**config.mk**
```make
export PLATFORM = sky130hd
export DESIGN_NAME = vga_timing_gen
export DESIGN_NICKNAME = d
export VERILOG_FILES = /design/src/rtl/vga_timing_gen.sv
export SDC_FILE = /design/constraint.sdc
export NUM_CORES = 1
export LEC_CHECK = 0
export CAP_MARGIN = 0
export CORE_UTILIZATION = 48
export CTS_BUF_LIST = sky130_fd_sc_hd__clkbuf_2 sky130_fd_sc_hd__clkbuf_4 sky130_fd_sc_hd__clkbuf_8
export DETAILED_ROUTE_END_ITERATION = 6
export GPL_TIMING_DRIVEN = 0
export PLACE_DENSITY = 0.9
export SYNTH_ARGS = -nofsm -noshare
export SYNTH_HDL_FRONTEND = slang
export SYNTH_SLANG_ARGS = --single-unit
```
**constraint.sdc**
```tcl
create_clock -name vga_clk -period 2.4 [get_ports vga_clk]
set_clock_uncertainty 0.1 [all_clocks]
set_input_delay 0.48 -clock vga_clk [delete_from_list [all_inputs] [get_ports vga_clk]]
set_output_delay 0.48 -clock vga_clk [all_outputs]
set_load 0.01 [all_outputs]
```
**src/rtl/vga_timing_gen.sv**
```systemverilog
// Raster timing generator: pixel/line counters, active-video flag, and
// active-low sync pulses delayed to line up with downstream registered colour.
module vga_timing_gen #(
  parameter int H_ACTIVE   = 640,
  parameter int H_FP       = 16,
  parameter int H_SYNC     = 96,
  parameter int H_BP       = 48,
  parameter int V_ACTIVE   = 480,
  parameter int V_FP       = 10,
  parameter int V_SYNC     = 2,
  parameter int V_BP       = 33,
  parameter int SYNC_DELAY = 1
) (
  input  logic       vga_clk,
  input  logic       reset_n,
  output logic [9:0] DrawX,
  output logic [9:0] DrawY,
  output logic       blank,
  output logic       hs,
  output logic       vs,
  output logic       frame_start
);

  localparam int H_TOTAL = H_ACTIVE + H_FP + H_SYNC + H_BP;
  localparam int V_TOTAL = V_ACTIVE + V_FP + V_SYNC + V_BP;
  localparam int PW      = SYNC_DELAY + 1;

  localparam logic [9:0] H_LAST = 10'(H_TOTAL - 1);
  localparam logic [9:0] V_LAST = 10'(V_TOTAL - 1);
  localparam logic [9:0] H_ACT  = 10'(H_ACTIVE);
  localparam logic [9:0] V_ACT  = 10'(V_ACTIVE);
  localparam logic [9:0] HS_BEG = 10'(H_ACTIVE + H_FP);
  localparam logic [9:0] HS_END = 10'(H_ACTIVE + H_FP + H_SYNC);
  localparam logic [9:0] VS_BEG = 10'(V_ACTIVE + V_FP);
  localparam logic [9:0] VS_END = 10'(V_ACTIVE + V_FP + V_SYNC);

  logic [9:0]    hc, vc;
  logic [9:0]    hc_next, vc_next;
  logic          h_wrap, v_wrap;
  logic          hs_raw_next, vs_raw_next;
  logic [PW-1:0] hs_pipe, vs_pipe;

  always_comb begin
    h_wrap      = (hc == H_LAST);
    v_wrap      = (vc == V_LAST);
    hc_next     = h_wrap ? '0 : hc + 10'd1;
    vc_next     = vc;
    if (h_wrap) begin
      vc_next = v_wrap ? '0 : vc + 10'd1;
    end
    hs_raw_next = !((hc_next >= HS_BEG) && (hc_next < HS_END));
    vs_raw_next = !((vc_next >= VS_BEG) && (vc_next < VS_END));
  end

  // Stage 0 of each sync pipe lines up with DrawX/DrawY; the last stage is the output.
  always_ff @(posedge vga_clk or negedge reset_n) begin
    if (!reset_n) begin
      hc          <= '0;
      vc          <= '0;
      blank       <= 1'b1;
      frame_start <= 1'b0;
      hs_pipe     <= '1;
      vs_pipe     <= '1;
    end else begin
      hc          <= hc_next;
      vc          <= vc_next;
      blank       <= (hc_next < H_ACT) && (vc_next < V_ACT);
      frame_start <= h_wrap && v_wrap;
      hs_pipe     <= (hs_pipe << 1) | PW'(hs_raw_next);
      vs_pipe     <= (vs_pipe << 1) | PW'(vs_raw_next);
    end
  end

  assign DrawX = hc;
  assign DrawY = vc;
  assign hs    = hs_pipe[SYNC_DELAY];
  assign vs    = vs_pipe[SYNC_DELAY];

endmodule

```
==> results of run 1 <==
## power by group
part	internal [mW]	leakage, nW	switching, mW	total [mW]
clock	0.169	0.0279	0.129	0.298
combinational	0.00143	0.356	0.00794	0.00937
sequential	0.439	0.330	0	0.439
total	0.609	0.713	0.137	0.746
## what timing repair did
action,in CTS,in global routing
setup buffers,1,5
gates resized for setup,3,4
endpoints found under the setup margin,6,3
pin swaps,1,1
## synthesized netlist by cell type, types with 3 or more instances
| library cell | n |
|---|---|
| nand3_1 | 9 |
| xor2_1 | 7 |
| nand2_1 | 13 |
| inv_1 | 6 |
| o21ai_0 | 3 |
| nor2_1 | 10 |
| nand4_1 | 6 |
| dfstp_2 | 5 |
| nor3_1 | 3 |
| dfrtp_1 | 21 |
| ha_1 | 4 |
| xnor2_1 | 8 |
## per-layer routing
| metal | global-route usage [%] | part of all wire [%] |
|---|---|---|
| met5 | 0 | 0 |
| met4 | 10.0 | 2.7 |
| met3 | 2.73 | 6.0 |
| met2 | 36.5 | 50 |
| met1 | 31.8 | 41 |
## sequential cells by signal, indices dropped and copies added (netlist names)
name / count
DrawX: 10
DrawY: 10
blank: 1
frame_start: 1
hs_pipe: 2
vs_pipe: 2
## worst max-delay path: cells and delay by family (launching register included)
family,cells,cell delay [ns]
buffers and inverters,1,0.26
AND/OR/NAND/NOR,4,1.12
flip-flops,1,0.43
adder cells (fa/ha/maj),1,0.16
AO/OA/AOI/OAI,1,0.26
## area by class of cell
class	count	share of cell area [%]
buffer	6	3.09
clock buffer	3	1.26
clock inverter	1	1.69
inverter	6	1.26
multi-input combinational	92	37.0
sequential	26	37.0
tap	30	2.11
timing repair buffer	31	16.6
## per-stage QoR
step / std cells / total power, mW / setup TNS (ns)
floorplan: 131 / 0.447 / 0
global placement: 186 / 0.456 / -0.172
detailed placement: 186 / 0.457 / -0.380
CTS: 190 / 0.753 / 0
global route: 195 / 0.764 / -0.109
finish: 195 / 0.746 / -0.0195
## final timing paths
| check | to | depth (start not counted) |
|---|---|---|
| worst max-delay path | vs_pipe[0]$_DFF_PN1_ | 7 |
| worst max register to register | vs_pipe[0]$_DFF_PN1_ | 7 |
| worst min-delay path | hs_pipe[1]$_DFF_PN1_ | 0 |
| min in group asynchronous | DrawX[7]$_DFF_PN0_ | 1 |
| max in group asynchronous | DrawX[0]$_DFF_PN0_ | 1 |
| worst min register to register | hs_pipe[1]$_DFF_PN1_ | 0 |
## cell families (layout without fill, tap and decap cells)
family                     count (synthesis)  after routing  share of synthesized area (%)
and+or+nand+nor                           54             54                           21.6
buffers and inverters                     13             47                           5.75
adders and majority gates                  4              4                           3.71
muxes                                      1              1                          0.741
AOI/OAI and AO/OA                         18             18                           9.82
xor gates and xnor gates                  15             15                           9.73
DFF                                       26             26                           48.7
==> impl_metrics.py, run 1 <==
metrics = {
    "worst_setup_path": {
        "cp_data_arrival_time_ns": 2.57,
        "endpoint_kind": "register",
        "max_stage_delay_ns": 0.49,
        "startpoint": "DrawX[1]$_DFF_PN0_",
        "path_max_fanout": 8,
        "slowest_stage": "nor3_2",
        "reg2reg_slack_ns": -0.02,
        "rr_startpoint": "DrawX[1]$_DFF_PN0_",
        "critPathLaunchType": "register",
        "critPathRequiredTime_ns": 2.55,
        "cp_cell_sequence": "ha_4 > nand4_1 > buf_4 > nor3_2 > nand3_1 > a22oi_1 > nand4b_1",
        "path_class": "reg2reg",
    },
    "grt": {
        "grtUsageTotal_pct": 23.1,
        "grt_max_degree": 27,
        "grt_pass1_wl_mm": 4.89,
        "antenna_found_initial": 0,
        "grt_pass1_vias": 1026,
        "grt-ovfl-total": 0,
    },
    "yosys": {
        "synth.area.top_cells": "dfrtp_1 39%, dfstp_2 9.7%, xnor2_1 5.2%",
        "synth_top_area_cell": "dfrtp_1",
        "seq_area_frac_synth_pct": 48.7,
        "synth_cells": 131,
        "ys_warn_count": 0,
        "synth-async-reset-ratio_pct": 100,
        "synth_nets": 137,
        "synth_seq_cells": 26,
        "synth_area_um2": 1350,
        "synth_edf_count": 0,
        "ys.flop_type": "dfrtp_1",
        "synth_cell_types": 40,
        "synth.top_cell.area_share_pct": 38.9,
        "synth_area_per_cell_um2": 10.3,
    },
    "timing": {
        "max_freq_ghz": 0.413,
        "setup_viol": 1,
        "period_minus_slack_ns": 2.42,
        "slew_viol_final": 0,
        "min_period_over_period_pct": 101,
        "max_slew_margin_pct": 25.0,
        "hold_ws_ns": 0.267,
        "tightest_slew_ns": 1.12,
        "finalHoldViolCount": 0,
        "worst_slack_ns": -0.0195,
    },
    "clocking": {
        "hold_buffers": 0,
        "clock-root-buffer": "clkbuf_4",
        "numClockSinks": 26,
        "clk_latency_ns": 0.32,
        "cts_buffer_depth": 2,
        "cts_max_level": 1,
        "clkSlewWorstSetupHoldPaths_ns": 0.14,
        "cts_tree": "yes",
        "cts_buffers": 3,
    },
    "routing": {
        "totalWireLength_mm": 3.24,
        "num_vias": 1206,
        "drt-wirelength-per-cell_um": 16.6,
        "drtPass1Iterations": 4,
        "drt_iter0_drc": 48,
        "drc": 0,
        "viasPerCell": 6.18,
        "antenna_left": 0,
    },
    "run_status": {
        "failed_checks": "setup timing",
        "outcome": "complete, but fails checks",
    },
    "die": {
        "io_pins": 26,
        "fp-row-count": 18,
        "initial_core_util_pct": 52.6,
        "die_x_um": 55.0,
        "core-area_um2": 2570,
        "dieArea_um2": 3030,
        "die_h_um": 55.0,
    },
    "final_layout": {
        "post-route-util_pct": 69.3,
        "diodes": 0,
        "finalNetCount": 172,
        "final_area_um2": 1780,
        "seq_area_um2": 659,
        "multi_input_area_um2": 658,
        "fillers": 182,
        "drive_gt1_share_pct": 20.0,
        "area_growth_pct": 31.9,
        "layout_commonest_cell": "clkdlybuf4s50_1",
        "layout_common_cells": "25 x clkdlybuf4s50_1, 19 x dfrtp_1, 13 x nand2_1",
    },
    "power_and_ir_drop": {
        "power.leakage_nw": 0.713,
        "powerDensity_nw_per_um2": 419,
        "ir_drop_mv": 0.320,
    },
    "placement": {
        "placement.io_buffers": 25,
        "dp_hpwl_mm": 2.10,
        "gp_congestion": 0.840,
        "place_area_um2": 1650,
        "pre_cts_ws_ns": -0.159,
    },
    "run": {
        "drv_cap": 0,
    },
    "min_path": {
        "hold_start": "hs_pipe[0]$_DFF_PN1_",
        "hp-class": "reg2reg",
    },
}
Note: power is estimated with default switching activity, not from simulation.
==> inputs of run 2 (changes only) <==
--- a/config.mk
+++ b/config.mk
@@ -10,7 +10,7 @@
 export CTS_BUF_LIST = sky130_fd_sc_hd__clkbuf_2 sky130_fd_sc_hd__clkbuf_4 sky130_fd_sc_hd__clkbuf_8
 export DETAILED_ROUTE_END_ITERATION = 6
 export GPL_TIMING_DRIVEN = 0
-export PLACE_DENSITY = 0.9
+export PLACE_DENSITY = 0.78
 export SYNTH_ARGS = -nofsm -noshare
 export SYNTH_HDL_FRONTEND = slang
 export SYNTH_SLANG_ARGS = --single-unit
==> impl_metrics.py, run 2 (synthesized netlist as in run 1, its figures left out) <==
metrics = {
    "run_status": {
        "outcome": "complete, no violations",
    },
    "die": {
        "initial_core_util_pct": 52.6,
        "dieArea_um2": 3030,
        "die_x_um": 55.0,
        "die_h_um": 55.0,
        "fp-row-count": 18,
        "core-area_um2": 2570,
        "io_pins": 26,
    },
    "placement": {
        "gp_congestion": 0.783,
        "placement.io_buffers": 25,
        "pre_cts_ws_ns": -0.210,
        "dp_hpwl_mm": 1.99,
    },
    "grt": {
        "grt_pass1_wl_mm": 4.88,
        "grt_max_degree": 27,
        "grt-ovfl-total": 0,
        "grtUsageTotal_pct": 23.5,
        "grt_pass1_vias": 1070,
        "antenna_found_initial": 0,
    },
    "power_and_ir_drop": {
        "power.leakage_nw": 0.722,
        "switchingPower_uw": 143,
        "p_comb_share_pct": 1.2,
        "p_sw_share_pct": 19.0,
        "seqPwrFrac_pct": 58.3,
        "ir_drop_mv": 0.456,
        "p_int_uw": 609,
        "total_power_uw": 752,
        "powerDensity_nw_per_um2": 417,
        "clkPwrFrac_pct": 40.4,
    },
    "timing": {
        "max_slew_margin_pct": 25.7,
        "worst_slack_ns": 0.0536,
        "period_minus_slack_ns": 2.35,
        "min_period_over_period_pct": 97.8,
        "finalHoldViolCount": 0,
        "max_freq_ghz": 0.426,
        "setup_viol": 0,
        "tightest_slew_ns": 1.11,
        "slew_viol_final": 0,
    },
    "clocking": {
        "clock-root-buffer": "clkbuf_4",
        "cts_buffers": 3,
        "cts_max_level": 1,
        "hold_buffers": 0,
        "clk_latency_ns": 0.34,
        "cts_tree": "yes",
        "numClockSinks": 26,
        "cts_buffer_depth": 2,
        "clkSlewWorstSetupHoldPaths_ns": 0.14,
    },
    "routing": {
        "drc": 0,
        "drt_iter0_drc": 20,
        "viasPerCell": 5.59,
        "num_vias": 1102,
        "antenna_left": 0,
        "drtPass1Iterations": 4,
        "totalWireLength_mm": 2.98,
        "drt-wirelength-per-cell_um": 15.1,
    },
    "final_layout": {
        "layout_common_cells": "25 x clkdlybuf4s50_1, 19 x dfrtp_1, 13 x nand2_1",
        "diodes": 0,
        "finalNetCount": 174,
        "fillers": 207,
        "layout_commonest_cell": "clkdlybuf4s50_1",
        "drive_gt1_share_pct": 20.4,
        "area_growth_pct": 33.5,
    },
    "worst_setup_path": {
        "path_max_fanout": 6,
        "r2r_cells": 6,
        "critPathLaunchType": "register",
        "critPathRequiredTime_ns": 2.59,
        "path_class": "reg2reg",
        "cp_data_arrival_time_ns": 2.54,
        "endpoint_kind": "register",
    },
    "run": {
        "drv_cap": 0,
    },
    "min_path": {
        "hold_path_depth": 0,
        "hp-class": "reg2reg",
    },
}
[run 2: routing by layer]
metal	up-vias	share of wire, %	track usage, %
met5	-	0	0
met4	0	1.0	5.00
met3	5	4.2	6.01
met2	28	49	38.6
met1	534	46	31.1
li1	535	-	-
[run 2: per-stage QoR]
stage            TNS, ns  hold WS [ns]  utilization, %  area, um^2  instances
2_1_floorplan          0        0.0844               -        1360        131
3_3_place_gp      -0.262         0.247            64.3        1650        186
3_5_place_dp      -0.668         0.247            64.3        1650        186
4_1_cts                0         0.267            68.3        1750        194
5_1_grt        -0.000244         0.275            70.2        1800        197
6_report               0         0.266            70.2        1800        197
[run 2: cell type report]
cell class	count	area (um^2)	share of cell area, %
timing repair buffer	33	310	17.2
tap	30	37.5	2.08
multi-input combinational	92	664	36.9
clock buffer	3	22.5	1.25
clock inverter	1	30.0	1.67
inverter	6	22.5	1.25
sequential	26	659	36.6
buffer	6	55.1	3.06
[run 2: worst paths after layout]
check | from | slack [ns] | end
worst max-delay path | DrawX[5]$_DFF_PN0_ | 0.05 | vs_pipe[0]$_DFF_PN1_
worst min-delay path | vs_pipe[0]$_DFF_PN1_ | 0.27 | vs_pipe[1]$_DFF_PN1_
worst max register to register | DrawX[5]$_DFF_PN0_ | 0.05 | vs_pipe[0]$_DFF_PN1_
worst min register to register | vs_pipe[0]$_DFF_PN1_ | 0.27 | vs_pipe[1]$_DFF_PN1_
max in group asynchronous | reset_n | 0.86 | DrawX[0]$_DFF_PN0_
min in group asynchronous | reset_n | 0.61 | DrawX[2]$_DFF_PN0_
[run 2: power by group through the flow]
stage / sequential [mW] / clock (mW) / combinational, mW
finish: 0.439 / 0.304 / 0.00930
floorplan: 0.447 / 0 / 0.000000237
global placement: 0.446 / 0 / 0.00983
global route: 0.439 / 0.331 / 0.0114
detailed placement: 0.446 / 0 / 0.0101
CTS: 0.439 / 0.312 / 0.0101
[run 2: timing repair]
action                                  CTS  global route
setup buffers                             5             3
resized for setup                         4             3
endpoints found under the setup margin    5             2
pin swaps                                 1             0
[run 2: critical path: stages (launching register included)]
cell and delay, ns:
dfrtp_1 0.42, buf_6 0.14, or3_4 0.42, or4_4 0.48, or4_4 0.46, a21oi_4 0.16, nand4b_1 0.13
